$ cat src/rtl/udma_cfg_demux_pkg.sv
// Shared types and constants for the uDMA cfg-bus demultiplexer.
package udma_cfg_demux_pkg;

   typedef enum logic {
      IDLE = 1'b0,
      BUSY = 1'b1
   } state_e;

   typedef enum logic [1:0] {
      ERR_NONE    = 2'b00,
      ERR_DECODE  = 2'b01,
      ERR_TIMEOUT = 2'b10
   } err_code_e;

   localparam logic [31:0] ERR_RDATA = 32'hDEAD_BEEF;

endpackage

$ cat src/rtl/udma_cfg_timeout_cnt.sv
// Unready-cycle counter for the cfg demux; expired is high once TIMEOUT
// unready cycles have been counted. clr has priority over en.
module udma_cfg_timeout_cnt #(
   parameter int TIMEOUT = 64
) (
   input  logic clk,
   input  logic rst_n,
   input  logic clr,
   input  logic en,
   output logic expired
);

   localparam int CNT_W = $clog2(TIMEOUT + 1);

   logic [CNT_W-1:0] cnt;

   // Count unready cycles of the pending request, restart when it ends.
   always_ff @(posedge clk or negedge rst_n) begin
      if (!rst_n) begin
         cnt <= '0;
      end else if (clr) begin
         cnt <= '0;
      end else if (en) begin
         cnt <= cnt + 1'b1;
      end
   end

   assign expired = (cnt == CNT_W'(TIMEOUT));

endmodule

$ cat src/rtl/udma_cfg_demux.sv
// uDMA cfg-bus demultiplexer: routes one upstream cfg port to NB_TGT register
// banks by the upper address bits, completes requests to missing banks with
// an error response. Optional macro UDMA_CFG_DEMUX_TIMEOUT_EN adds a forced
// completion for targets that stay unready for TIMEOUT cycles.
module udma_cfg_demux
   import udma_cfg_demux_pkg::*;
#(
   parameter  int NB_TGT  = 2,
   parameter  int ADDR_W  = 6,
   parameter  int TIMEOUT = 64,
   localparam int SEL_W   = (NB_TGT > 1) ? $clog2(NB_TGT) : 1
) (
   input  logic                     periph_clk_i,
   input  logic                     rstn_i,
   input  logic [31:0]              cfg_data_i,
   input  logic [ADDR_W-1:0]        cfg_addr_i,
   input  logic                     cfg_valid_i,
   input  logic                     cfg_rwn_i,
   output logic                     cfg_ready_o,
   output logic [31:0]              cfg_data_o,
   output logic [NB_TGT-1:0]        tgt_valid_o,
   output logic [ADDR_W-SEL_W-1:0]  tgt_addr_o,
   output logic [31:0]              tgt_data_o,
   output logic                     tgt_rwn_o,
   input  logic [NB_TGT-1:0]        tgt_ready_i,
   input  logic [NB_TGT-1:0][31:0]  tgt_data_i,
   output logic                     err_o,
   output logic [1:0]               err_code_o
);

   if (NB_TGT < 1 || NB_TGT > 16 || ADDR_W <= SEL_W || TIMEOUT < 2) begin : g_bad_params
      $error("udma_cfg_demux: illegal parameter set");
   end

   state_e           state_q, state_d;
   logic [SEL_W-1:0] idx;
   logic [SEL_W-1:0] sel_q;
   logic             err_q;
   logic             legal;
   logic             sel_ready;
   logic             timed_out;
   logic             forced;
   logic             hs;
   logic             err_flag;

   assign idx        = cfg_addr_i[ADDR_W-1 -: SEL_W];
   assign tgt_addr_o = cfg_addr_i[ADDR_W-SEL_W-1:0];
   assign tgt_data_o = cfg_data_i;
   assign tgt_rwn_o  = cfg_rwn_i;

   // Decode the bank index: is it an existing target, and is that target ready.
   always_comb begin
      legal     = 1'b0;
      sel_ready = 1'b0;
      for (int i = 0; i < NB_TGT; i++) begin
         if (idx == SEL_W'(i)) begin
            legal     = 1'b1;
            sel_ready = tgt_ready_i[i];
         end
      end
   end

`ifdef UDMA_CFG_DEMUX_TIMEOUT_EN
   logic cnt_expired;

   udma_cfg_timeout_cnt #(
      .TIMEOUT (TIMEOUT)
   ) u_timeout_cnt (
      .clk     (periph_clk_i),
      .rst_n   (rstn_i),
      .clr     (~cfg_valid_i | cfg_ready_o),
      .en      (cfg_valid_i & ~cfg_ready_o),
      .expired (cnt_expired)
   );

   assign timed_out = cnt_expired & (state_q == BUSY);
`else
   assign timed_out = 1'b0;
`endif

   // Next state and request-path outputs; masked while reset is asserted.
   always_comb begin
      state_d     = state_q;
      tgt_valid_o = '0;
      cfg_ready_o = 1'b0;
      forced      = 1'b0;
      if (rstn_i && cfg_valid_i) begin
         if (!legal) begin
            cfg_ready_o = 1'b1;
         end else if (sel_ready) begin
            cfg_ready_o = 1'b1;
         end else if (timed_out) begin
            cfg_ready_o = 1'b1;
            forced      = 1'b1;
         end
         if (legal && !forced) begin
            for (int i = 0; i < NB_TGT; i++) begin
               tgt_valid_o[i] = (idx == SEL_W'(i));
            end
         end
      end
      case (state_q)
         IDLE: if (cfg_valid_i && !cfg_ready_o) state_d = BUSY;
         BUSY: if (!cfg_valid_i || cfg_ready_o) state_d = IDLE;
         default: state_d = IDLE;
      endcase
   end

   // State register.
   always_ff @(posedge periph_clk_i or negedge rstn_i) begin
      if (!rstn_i) state_q <= IDLE;
      else         state_q <= state_d;
   end

   assign hs       = cfg_valid_i & cfg_ready_o;
   assign err_flag = ~legal | forced;

   // Capture the response source at each handshake and report errors a cycle later.
   always_ff @(posedge periph_clk_i or negedge rstn_i) begin
      if (!rstn_i) begin
         sel_q      <= '0;
         err_q      <= 1'b0;
         err_o      <= 1'b0;
         err_code_o <= ERR_NONE;
      end else begin
         err_o <= hs & err_flag;
         if (hs) begin
            sel_q <= idx;
            err_q <= err_flag;
            if (!legal)      err_code_o <= ERR_DECODE;
            else if (forced) err_code_o <= ERR_TIMEOUT;
         end
      end
   end

   // Read data of the previous handshake: error pattern or the selected target.
   always_comb begin
      cfg_data_o = '0;
      for (int i = 0; i < NB_TGT; i++) begin
         if (sel_q == SEL_W'(i)) cfg_data_o = tgt_data_i[i];
      end
      if (err_q) cfg_data_o = ERR_RDATA;
   end

endmodule

$ cat config.mk
export PLATFORM = sky130hd
export DESIGN_NAME = udma_cfg_demux
export DESIGN_NICKNAME = d
export VERILOG_FILES = /design/src/rtl/udma_cfg_demux_pkg.sv /design/src/rtl/udma_cfg_timeout_cnt.sv /design/src/rtl/udma_cfg_demux.sv
export SDC_FILE = /design/constraint.sdc
export NUM_CORES = 1
export LEC_CHECK = 0
export BUFFER_PORTS_ARGS = -buffer_cell sky130_fd_sc_hd__buf_4
export CELL_PAD_IN_SITES_DETAIL_PLACEMENT = 1
export CELL_PAD_IN_SITES_GLOBAL_PLACEMENT = 2
export CORE_AREA = 3 3 96 98
export DETAILED_ROUTE_END_ITERATION = 16
export DIE_AREA = 0 0 99 101
export PLACE_DENSITY = 0.95
export SYNTH_ARGS = -nofsm -noshare
export SYNTH_HDL_FRONTEND = slang
export SYNTH_HIERARCHICAL = 1
export SYNTH_SLANG_ARGS = --single-unit
$ cat constraint.sdc
create_clock -name periph_clk_i -period 2.3 [get_ports periph_clk_i]
set_input_delay 0.23 -clock periph_clk_i [delete_from_list [all_inputs] [get_ports periph_clk_i]]
set_output_delay 0.23 -clock periph_clk_i [all_outputs]
set_load 0.02 [all_outputs]
---- Word level (Yosys, flattened, before mapping) ----
Index checks and enable logic that the tools add are counted.
word-level totals
  logic and storage cells ................. 18
  bits in latches ......................... 0
  bits in writable memories ............... 0
  bits in registers ....................... 4
  input bits .............................. 108
  memories kept ........................... 0
  bits in read-only memories .............. 0
cells by class
  reduce and logical (&&, ||, !) cells .... 2
  $mul .................................... 0
  magnitude comparators ................... 0
  bitwise operators ....................... 3
  eq/ne operators ......................... 0
  shift operators ......................... 0
  mux-type cells .......................... 9
  $add $sub $neg .......................... 0
  div/mod/pow operators ................... 0
operators with widths
  kind                 count
  two-way mux 32 bit   2
  two-way mux 1 bit    5
  two-way mux 2 bit    2
  bitwise AND 1 bit    2
  AND reduction 2 bit  1
  logical AND 1 bit    1
  NOT 1 bit            1

---- Longest topological paths before layout ----
  depth after elaboration ................. 5
  gate-level depth with buffers ........... 4

---- Worst setup path before layout ----
Ideal clock, no wire load.
  kind .................................... register to output
  start point ............................. reg sel_q
  end point ............................... out cfg_data_o[10]
  stages on the path, launching flop included .. 4
  required time ........................... 2.070 ns
  arrival time ............................ 0.963 ns
  buffers on the path ..................... 2
  path slack .............................. 1.107 ns
  cell sequence ........................... dfrtp_1 buf_6 buf_12 mux2_4
between the ends
  cells in the longest elaborated chain, start to end .. 2
RTL lines
  what                      RTL line               text
  start: declaration        udma_cfg_demux.sv:37   logic [SEL_W-1:0] sel_q;
  start signal: assignment  udma_cfg_demux.sv:128  sel_q <= idx;
  two-way mux 32 bit        udma_cfg_demux.sv:140  if (sel_q == SEL_W'(i)) cfg_data_o = tgt_data_i[i];
  two-way mux 32 bit        udma_cfg_demux.sv:142  if (err_q) cfg_data_o = ERR_RDATA;
  end: declaration          udma_cfg_demux.sv:20   output logic [31:0] cfg_data_o,
No other way between the ends.

---- Worst setup path in the final report ----
  start point ............................. reg sel_q
  end point ............................... out cfg_data_o[1]
The elaborated chain is that of the path after synthesis.

==> impl_metrics.tcl <==
set metrics [dict create \
    grt_max_degree 33 \
    whs_ps 24.9 \
    slowest_delay_ps 380 \
    antennaDiodeCount 0 \
    drt_iter0_drc 14 \
    io_buffers 104 \
    clk_pin_slew_ps 0 \
    yosysUniqueCellTypes 14 \
    rows 34 \
    finalClockSkew_ps 0 \
    ff2ff_path_depth 2 \
    largestRegisters "sel_q: 1 flops" \
    finalWirelength_um 2820 \
    power_density_nw_per_um2 255 \
    die_area_sq_um 10000 \
    critPathMaxFanout 32 \
    ys_warn_count 6 \
    top_register "sel_q" \
    die_x_um 99 \
    crit_required_ps 2070 \
    fin_nets 260 \
    synth-seq-cells 1 \
    ff_latch_area_sq_um 26.3 \
    grtUsageTotal_pct 4.77 \
    yosys-top-cells-area "mux2_4, buf_4, buf_12, mux2_2, dfrtp_1" \
    critPathSlowestCell "dfrtp_2" \
    hold_class "primary input to async pin" \
    dp_hpwl_um 2470 \
    grt_pass1_wl_um 4020 \
    cp_data_arrival_time_ps 1180 \
    multiInputGateArea_sq_um 529 \
    cts_setup_buffers 0 \
    period_share_pct 61.2 \
    postCtsHoldBufs 0 \
    end_kind "output pin" \
    synthDominantCellAreaShare_pct 45.4 \
    max_clock_freq_mhz 710 \
    firstDrtPassIters 3 \
    setup-violations-final 0 \
    cts_resized 0 \
    final_max_slew_viol_count 0 \
    timing.rr.end "sel_q" \
    pre_cts_ws_ps 882 \
    antenna_found_initial 0 \
    syn_inst 88 \
    grt-ovfl-total 0 \
    via_count 843 \
    core_area_sq_um 8550 \
    area_growth_pct 61.1 \
    run_status "finished, final reports clean" \
    io_pins 184 \
    drive_above_1_share_pct 92.0 \
    final.setup.tns_ps 0 \
    final_cell_mix "buf_4, mux2_4, mux2_2, nor2_1, conb_1" \
    leakage_nw 0.773 \
    grt_pass1_vias 807 \
    vdd_drop_max_mv 0.0946 \
    reg2reg_setup_slack_ps 1550 \
    rr_startpoint "sel_q" \
    largest_register_ffs 1 \
    gp_congestion 0.612 \
    fill_cells 1000 \
    wire_per_inst_um 10.9 \
    yosysSeqAreaShare_pct 2.70 \
    path_delay_family "buffers and inverters" \
    drv_cap 0 \
    synth_top_area_cell "mux2_4" \
    finalHoldViolCount 0 \
    syn_area_sq_um 926 \
    rsz0062_at_grt "no" \
    avgViaCountPerCell 3.27 \
    final_antenna_net_count 0 \
    start_util_pct 10.8 \
    drc 0 \
    syn_area_per_cell_sq_um 10.5 \
    crit_chain "buf_12 > mux2_2 > buf_4" \
    die_y_um 101 \
    cp-start-kind "flop" \
    final_common_cell "buf_4" \
    period_minus_slack_ps 1410 \
    crit_buf_inv 2 \
    clk-insertion-delay-late_ps 0 \
    critical_path_class "flop to output pin" \
    worst_slack_ps 891 \
]
-- layer usage --
layer	wire [um]	GRT usage, %	vias to the layer above
met5	0	0	-
met4	0	0.210	0
met3	462	1.94	0
met2	1430	9.61	97
met1	936	4.78	367
li1	-	-	379
-- worst register-to-register path, delay by kind of cell, from the launching register on --
| kind | cells | cell delay [ps] |
|---|---|---|
| AO/OA/AOI/OAI | 1 | 160 |
| flip-flops | 1 | 410 |
| AND/OR/NAND/NOR | 1 | 60 |
-- per-stage QoR --
stage / instances / utilization, % / cell area (sq um) / total power, mW
2_1_floorplan: 90 / - / 933 / 0.320
3_3_place_gp: 258 / 17.4 / 1490 / 0.379
3_5_place_dp: 258 / 17.4 / 1490 / 0.386
4_1_cts: 258 / 17.4 / 1490 / 0.386
5_1_grt: 258 / 17.4 / 1490 / 0.403
6_report: 258 / 17.4 / 1490 / 0.381
-- synthesized netlist by cell type, drive strengths merged --
cell type	n
conb	1
buf	45
nor3	1
nand2	1
dfrtp	1
mux2	32
and3	1
and4b	1
a31oi	1
mux2i	1
nor2	3
-- area by class of cell --
type / count / area share [%]
Timing Repair Buffer: 105 / 53.7
Multi-Input combinational cell: 44 / 35.5
Tap cell: 108 / 9.06
Sequential cell: 1 / 1.76
-- kinds of logic after synthesis --
family	after synthesis	share of synthesized area, %
muxes	33	51.4
DFF	1	2.70
other	1	0.405
buffers and inverters	45	40.9
AOI/OAI and AO/OA	1	0.676
and+or+nand+nor	7	3.92
-- report_power, final --
group | total (mW) | switching, mW | internal (mW)
sequential | 0.0211 | 0.00172 | 0.0194
clock | 0 | 0 | 0
combinational | 0.359 | 0.145 | 0.214
-- how the worst max path moves through the flow --
stage,from,endpoint,slack [ps],cells after the start
2_1_floorplan,sel_q,cfg_data_o[10],1110,3
3_3_place_gp,sel_q,cfg_data_o[1],900,3
3_5_place_dp,sel_q,cfg_data_o[1],880,3
4_1_cts,sel_q,cfg_data_o[1],880,3
5_1_grt,sel_q,cfg_data_o[1],860,3
6_report,sel_q,cfg_data_o[1],890,3
No activity file was read; power rests on OpenSTA's default activity.
